**src/rtl/div_unit_param_if.sv**
```systemverilog
// Operand/result bundle between the control unit and the sequential divider.
// The control side drives the request; the divider returns status and HI/LO results.
interface div_unit_param_if #(
    parameter int WIDTH = 32
);
    logic             start;
    logic             is_signed;
    logic [WIDTH-1:0] A;
    logic [WIDTH-1:0] B;
    logic             busy;
    logic             done;
    logic             div_by_zero;
    logic             overflow;
    logic [WIDTH-1:0] quotient;
    logic [WIDTH-1:0] remainder;

    modport master (
        output start, is_signed, A, B,
        input  busy, done, div_by_zero, overflow, quotient, remainder
    );

    modport slave (
        input  start, is_signed, A, B,
        output busy, done, div_by_zero, overflow, quotient, remainder
    );
endinterface

```
**src/rtl/div_unit_param.sv**
```systemverilog
// Restoring sequential divider, signed (DIV) or unsigned (DIVU) per operation.
// One quotient bit per clock, then a sign-fix cycle; done lands WIDTH+1 edges after start.
module div_unit_param #(
    parameter int WIDTH = 32
) (
    input  logic             clk,
    input  logic             reset,
    div_unit_param_if.slave  bus
);
    localparam int CNT_W = $clog2(WIDTH + 1);
    localparam int DW    = 2 * WIDTH;

    localparam logic [1:0] S_IDLE = 2'd0;
    localparam logic [1:0] S_RUN  = 2'd1;
    localparam logic [1:0] S_FIX  = 2'd2;

    localparam logic [WIDTH-1:0] MIN_VAL  = {1'b1, {(WIDTH-1){1'b0}}};
    localparam logic [WIDTH-1:0] ONE_VAL  = {{(WIDTH-1){1'b0}}, 1'b1};
    localparam logic [CNT_W-1:0] LAST_CNT = CNT_W'(WIDTH - 1);
    localparam logic [CNT_W-1:0] CNT_ONE  = CNT_W'(1);

    function automatic logic [WIDTH-1:0] cond_neg(input logic [WIDTH-1:0] x,
                                                  input logic             neg);
        return neg ? (~x + ONE_VAL) : x;
    endfunction

    logic [1:0]       state_q, state_d;
    logic [DW-1:0]    rem_q, rem_d;
    logic [DW-1:0]    dvs_q, dvs_d;
    logic [WIDTH-1:0] quo_q, quo_d;
    logic [CNT_W-1:0] cnt_q, cnt_d;
    logic             sq_q, sq_d;
    logic             sr_q, sr_d;
    logic             ovfp_q, ovfp_d;
    logic             done_q, done_d;
    logic             dbz_q, dbz_d;
    logic             ovf_q, ovf_d;
    logic [WIDTH-1:0] quot_q, quot_d;
    logic [WIDTH-1:0] remo_q, remo_d;

    logic [DW-1:0]    dvs_shift;
    logic [DW:0]      diff;
    logic             borrow;
    logic             a_neg;
    logic             b_neg;

    // Shifting before subtracting makes exactly WIDTH iterations cover every quotient bit.
    assign dvs_shift = dvs_q >> 1;
    assign diff      = {1'b0, rem_q} - {1'b0, dvs_shift};
    assign borrow    = diff[DW];
    assign a_neg     = bus.is_signed & bus.A[WIDTH-1];
    assign b_neg     = bus.is_signed & bus.B[WIDTH-1];

    always_comb begin
        state_d = state_q;
        rem_d   = rem_q;
        dvs_d   = dvs_q;
        quo_d   = quo_q;
        cnt_d   = cnt_q;
        sq_d    = sq_q;
        sr_d    = sr_q;
        ovfp_d  = ovfp_q;
        done_d  = 1'b0;
        dbz_d   = dbz_q;
        ovf_d   = ovf_q;
        quot_d  = quot_q;
        remo_d  = remo_q;

        case (state_q)
            S_IDLE: begin
                if (bus.start) begin
                    if (bus.B == '0) begin
                        // Results hold; only the flags report the failed request.
                        done_d = 1'b1;
                        dbz_d  = 1'b1;
                        ovf_d  = 1'b0;
                    end else begin
                        sq_d    = a_neg ^ b_neg;
                        sr_d    = a_neg;
                        ovfp_d  = bus.is_signed & (bus.A == MIN_VAL) & (bus.B == '1);
                        rem_d   = {{WIDTH{1'b0}}, cond_neg(bus.A, a_neg)};
                        dvs_d   = {cond_neg(bus.B, b_neg), {WIDTH{1'b0}}};
                        quo_d   = '0;
                        cnt_d   = '0;
                        state_d = S_RUN;
                    end
                end
            end

            S_RUN: begin
                dvs_d = dvs_shift;
                if (!borrow) begin
                    rem_d = diff[DW-1:0];
                end
                quo_d = {quo_q[WIDTH-2:0], ~borrow};
                cnt_d = cnt_q + CNT_ONE;
                if (cnt_q == LAST_CNT) begin
                    state_d = S_FIX;
                end
            end

            S_FIX: begin
                // MIN / -1 needs no special case: the magnitude path wraps to MIN, rem 0.
                quot_d  = cond_neg(quo_q, sq_q);
                remo_d  = cond_neg(rem_q[WIDTH-1:0], sr_q);
                done_d  = 1'b1;
                dbz_d   = 1'b0;
                ovf_d   = ovfp_q;
                state_d = S_IDLE;
            end

            default: begin
                state_d = S_IDLE;
            end
        endcase
    end

    always_ff @(posedge clk) begin
        if (reset) begin
            state_q <= S_IDLE;
            rem_q   <= '0;
            dvs_q   <= '0;
            quo_q   <= '0;
            cnt_q   <= '0;
            sq_q    <= 1'b0;
            sr_q    <= 1'b0;
            ovfp_q  <= 1'b0;
            done_q  <= 1'b0;
            dbz_q   <= 1'b0;
            ovf_q   <= 1'b0;
            quot_q  <= '0;
            remo_q  <= '0;
        end else begin
            state_q <= state_d;
            rem_q   <= rem_d;
            dvs_q   <= dvs_d;
            quo_q   <= quo_d;
            cnt_q   <= cnt_d;
            sq_q    <= sq_d;
            sr_q    <= sr_d;
            ovfp_q  <= ovfp_d;
            done_q  <= done_d;
            dbz_q   <= dbz_d;
            ovf_q   <= ovf_d;
            quot_q  <= quot_d;
            remo_q  <= remo_d;
        end
    end

    assign bus.busy        = (state_q != S_IDLE);
    assign bus.done        = done_q;
    assign bus.div_by_zero = dbz_q;
    assign bus.overflow    = ovf_q;
    assign bus.quotient    = quot_q;
    assign bus.remainder   = remo_q;
endmodule

```
**src/flat_wrapper.sv**
```systemverilog
// flat-port wrapper written by rule: the top's interface ports become plain ports
module div_unit_param_flat 
#(
    parameter int WIDTH = 32
)
  (clk, reset, bus_start, bus_is_signed, bus_A, bus_B, bus_busy, bus_done, bus_div_by_zero, bus_overflow, bus_quotient, bus_remainder);
  div_unit_param_if #(.WIDTH(WIDTH)) bus_i ();
  input  logic clk;
  input  logic reset;
  input wire logic [$bits(bus_i.start)-1:0] bus_start;
  input wire logic [$bits(bus_i.is_signed)-1:0] bus_is_signed;
  input wire logic [$bits(bus_i.A)-1:0] bus_A;
  input wire logic [$bits(bus_i.B)-1:0] bus_B;
  output wire logic [$bits(bus_i.busy)-1:0] bus_busy;
  output wire logic [$bits(bus_i.done)-1:0] bus_done;
  output wire logic [$bits(bus_i.div_by_zero)-1:0] bus_div_by_zero;
  output wire logic [$bits(bus_i.overflow)-1:0] bus_overflow;
  output wire logic [$bits(bus_i.quotient)-1:0] bus_quotient;
  output wire logic [$bits(bus_i.remainder)-1:0] bus_remainder;
  assign bus_i.start = bus_start;
  assign bus_i.is_signed = bus_is_signed;
  assign bus_i.A = bus_A;
  assign bus_i.B = bus_B;
  assign bus_busy = bus_i.busy;
  assign bus_done = bus_i.done;
  assign bus_div_by_zero = bus_i.div_by_zero;
  assign bus_overflow = bus_i.overflow;
  assign bus_quotient = bus_i.quotient;
  assign bus_remainder = bus_i.remainder;
  div_unit_param #(.WIDTH(WIDTH)) u_core (.clk(clk), .reset(reset), .bus(bus_i));
endmodule
```
**config.mk**
```make
export PLATFORM = sky130hd
export DESIGN_NAME = div_unit_param_flat
export DESIGN_NICKNAME = d
export VERILOG_FILES = /design/src/rtl/div_unit_param_if.sv /design/src/rtl/div_unit_param.sv /design/src/flat_wrapper.sv
export SDC_FILE = /design/constraint.sdc
export NUM_CORES = 1
export LEC_CHECK = 0
export CORE_MARGIN = 2
export CORE_UTILIZATION = 40
export CTS_CLUSTER_DIAMETER = 40
export CTS_CLUSTER_SIZE = 10
export DETAILED_ROUTE_END_ITERATION = 6
export GPL_ROUTABILITY_DRIVEN = 0
export SLEW_MARGIN = 40
export SYNTH_ARGS = -nofsm -noshare
export SYNTH_HDL_FRONTEND = slang
export SYNTH_SLANG_ARGS = --single-unit
```
**constraint.sdc**
```tcl
create_clock -name clk -period 8.25 [get_ports clk]
set_input_delay 1.65 -clock clk [delete_from_list [all_inputs] [get_ports clk]]
set_output_delay 1.65 -clock clk [all_outputs]
set_load 0.02 [all_outputs]
```
==> impl_metrics.env <==
export IMPL_fmaxAchievable_mhz=195
export IMPL_totalWireLength_mm=44.6
export IMPL_cts_tree="done"
export IMPL_cts_made_buffers=41
export IMPL_drc_errors=0
export IMPL_async_reset_ff_share_pct=0
export IMPL_dr_pass1_iters=5
export IMPL_cts_buffer_depth=3
export IMPL_yosys_warnings=0
export IMPL_die_w_um=198
export IMPL_fin_crit_ns=5.13
export IMPL_p_int_mw=3.74
export IMPL_hold_viol=0
export IMPL_yosysTopAreaCell="dfxtp_1"
export IMPL_synth_compound_area_share_pct=27.0
export IMPL_crit_slowest_cell="or2_4"
export IMPL_max_cap_violations=0
export IMPL_power_density_mw_per_mm2=359
export IMPL_start_util_pct=40.4
export IMPL_end_kind="flip-flop"
export IMPL_synth_most_common_cell="nor2_1"
export IMPL_synth_nets=2122
export IMPL_fin_skew_ns=0.0272
export IMPL_clkTransAtPathRegs_ns=0.05
export IMPL_synth_seq_cells=237
export IMPL_hp_class="flip-flop to flip-flop"
export IMPL_crit_fanout=70
export IMPL_final_cells=2589
export IMPL_dieHeight_um=198
export IMPL_layout_drive_gt1_share_pct=5.20
export IMPL_path_class="primary input to flip-flop"
export IMPL_tightest_slew_ns=0.809
export IMPL_synth_top_flop_cell="dfxtp_1"
export IMPL_setup_tns_ns=0
export IMPL_syn_instance_count=1984
export IMPL_max_slew_margin_pct=46.0
export IMPL_synth_cell_types=81
export IMPL_seqPwrFrac_pct=22.9
export IMPL_synth_edf_count=0
export IMPL_avgRoutedWirePerCell_um=17.2
export IMPL_synthAdderAreaFrac_pct=5.85
export IMPL_p_clk_share_pct=26.2
export IMPL_fin_util_pct=48.6
export IMPL_arrival_ns=5.52
export IMPL_vias=14600
export IMPL_avgSynthCellArea_um2=7.61
export IMPL_antenna_cells=0
export IMPL_grt_total_usage_pct=22.1
export IMPL_coreArea_mm2=0.0374
export IMPL_syn2layout_area_growth_pct=20.3
export IMPL_synth_xor_area_share_pct=9.40
export IMPL_drtAntennaViolNets=0
export IMPL_cts_setup_buffers=0
export IMPL_combPwrFrac_pct=50.9
export IMPL_synth_area_mm2=0.0151
export IMPL_dp_cells=2518
export IMPL_swShare_pct=42.6
export IMPL_layout_worst_path_cycle_share_pct=62.2
export IMPL_synth_common_cells="nor2_1, dfxtp_1, nand2_1"
export IMPL_port_buffers=135
export IMPL_cts_hold_buf=0
export IMPL_crit_required_ns=8.64
export IMPL_outcome="completed"
export IMPL_critPathMaxStageDelay_ns=0.67
export IMPL_num_rows=71
export IMPL_power_mw=6.52
export IMPL_ir_drop_v=0.000171
export IMPL_synth_area_leaders="dfxtp_1, nor2_1, ha_1"
export IMPL_synth_top_family_by_area="compound AO/OA/AOI/OAI gates"
export IMPL_crit_chain="clkdlybuf4s50_1 -> inv_1 -> ha_1 -> or3b_1 -> nor3_2 -> nand4b_1 -> nor2_1 -> nand2_1 -> a21oi_1 -> or2_4 -> buf_4 -> a211oi_1 -> a21oi_1 -> nor2_1"
export IMPL_cts_sinks=237
export IMPL_grt_pass1_wl_mm=70.6
export IMPL_cts_max_level=2
export IMPL_grt_start_max_net_pins=115
export IMPL_dpl_worst_slack_ns=2.24
export IMPL_fillerInstances=3706
export IMPL_leakage_nw=6.87
export IMPL_switchingPower_mw=2.78
export IMPL_reg2reg_slack_ns=4.07
export IMPL_place_hpwl_mm=32.4
export IMPL_grt_pass1_vias=13400
export IMPL_setup_ws_ns=3.12
export IMPL_die_area_mm2=0.0393
export IMPL_ys_seq_area_share_pct=31.4
export IMPL_antenna_found_initial=0
export IMPL_synthSimpleGateAreaFrac_pct=20.4
export IMPL_start_kind="primary input"
export IMPL_yosys_area_top_type_share_pct=31.4
export IMPL_cts_resized=0
export IMPL_drt_iter0_drc=874
export IMPL_slew_viol_final=0
export IMPL_nNetsFinal=2188
export IMPL_cts_root_buf="clkbuf_16"
export IMPL_rsz0062_at_grt="no"
export IMPL_vias_per_cell=5.63
export IMPL_boundaryPins=136
export IMPL_grt_ovfl_total=0
export IMPL_setup_viol_count_final=0
export IMPL_yosys_mux_area_fraction_pct=0.332
export IMPL_insertion_delay_ns=0.53
registers in the layout (all words and copies together) (netlist names):
register and cells:
u_core.bus.div_by_zero 1, u_core.ovfp_q 1, u_core.dvs_q 63, u_core.rem_q 64, u_core.bus.remainder 32, u_core.bus.overflow 1
u_core.sr_q 1, u_core.cnt_q 6, u_core.state_q 2, u_core.sq_q 1, u_core.bus.done 1, u_core.bus.quotient 32
u_core.quo_q 32
metal layers:
layer / GRT usage, % / share of wire (%) / wire length, µm
met5: 0 / 0 / 0
met4: 6.82 / 2.3 / 1040
met3: 4.16 / 5.3 / 2380
met2: 35.3 / 45 / 20200
met1: 30.2 / 47 / 21000
path summary, 6_finish.rpt:
check / from / to / cells past startpoint
max reg2reg: u_core.rem_q[0]$_SDFFE_PP0P_ / u_core.rem_q[0]$_SDFFE_PP0P_ / 15
min: u_core.rem_q[43]$_SDFFE_PP0P_ / u_core.rem_q[43]$_SDFFE_PP0P_ / 2
max: bus_B[0] / u_core.dvs_q[56]$_SDFFE_PP0P_ / 14
min reg2reg: u_core.rem_q[43]$_SDFFE_PP0P_ / u_core.rem_q[43]$_SDFFE_PP0P_ / 2
worst max-delay path: cells and delay by family:
kind / cells / cell delay, ns
AOI/OAI and AO/OA: 3 / 0.48
buffers and inverters: 3 / 1.11
and+or+nand+nor: 7 / 2.08
adders and majority gates: 1 / 0.18
metrics by stage:
stage	hold slack [ns]	cell area, µm²
after floorplan	0.429	15100
after global placement	0.437	16700
after detailed placement	0.444	16800
after CTS	0.450	18200
after global routing	0.462	18200
final	0.447	18200
cell families (layout without fill, tap and decap cells):
| family | count (synthesis) | count (layout) |
|---|---|---|
| compound gates | 613 | 613 |
| xor+xnor | 162 | 162 |
| fa+ha+maj | 70 | 70 |
| buf+inv | 222 | 316 |
| flops | 237 | 237 |
| mux | 5 | 5 |
| simple gates | 675 | 675 |
power by group through the flow:
| stage | combinational (mW) | clock [mW] | sequential, mW |
|---|---|---|---|
| floorplan | 2.55 | 0 | 1.41 |
| global placement | 3.22 | 0 | 1.50 |
| detailed placement | 3.25 | 0 | 1.50 |
| CTS | 3.27 | 1.74 | 1.48 |
| global route | 3.68 | 1.79 | 1.50 |
| finish | 3.32 | 1.71 | 1.49 |
layout make-up:
type,instances,area [µm²],area share [%]
Tap cell,511,639,3.52
Clock inverter,19,255,1.40
Multi-Input combinational cell,1525,9550,52.5
Clock buffer,52,1130,6.21
Sequential cell,237,4750,26.1
Timing Repair Buffer,149,1490,8.22
Inverter,96,360,1.98
placed cells by master (no fill, tap or decap), types with 14 or more instances in the layout:
cell type	synthesis	routed
nor2_1	239	238
dfxtp_1	237	236
nand2_1	202	201
a21oi_1	154	154
clkdlybuf4s50_1	0	134
xor2_1	97	97
inv_1	95	95
a211oi_1	88	88
ha_1	69	69
a22oi_1	67	67
o21ai_0	67	67
xnor2_1	65	65
nor3_1	45	44
clkbuf_16	0	41
o31ai_1	36	36
o211ai_1	35	35
nand3_1	34	34
o21ai_1	34	34
nand4_1	33	33
or3_1	29	29
a21o_1	28	28
and2_1	14	14
o21a_1	14	14
No activity file was read; power rests on OpenSTA's default activity.
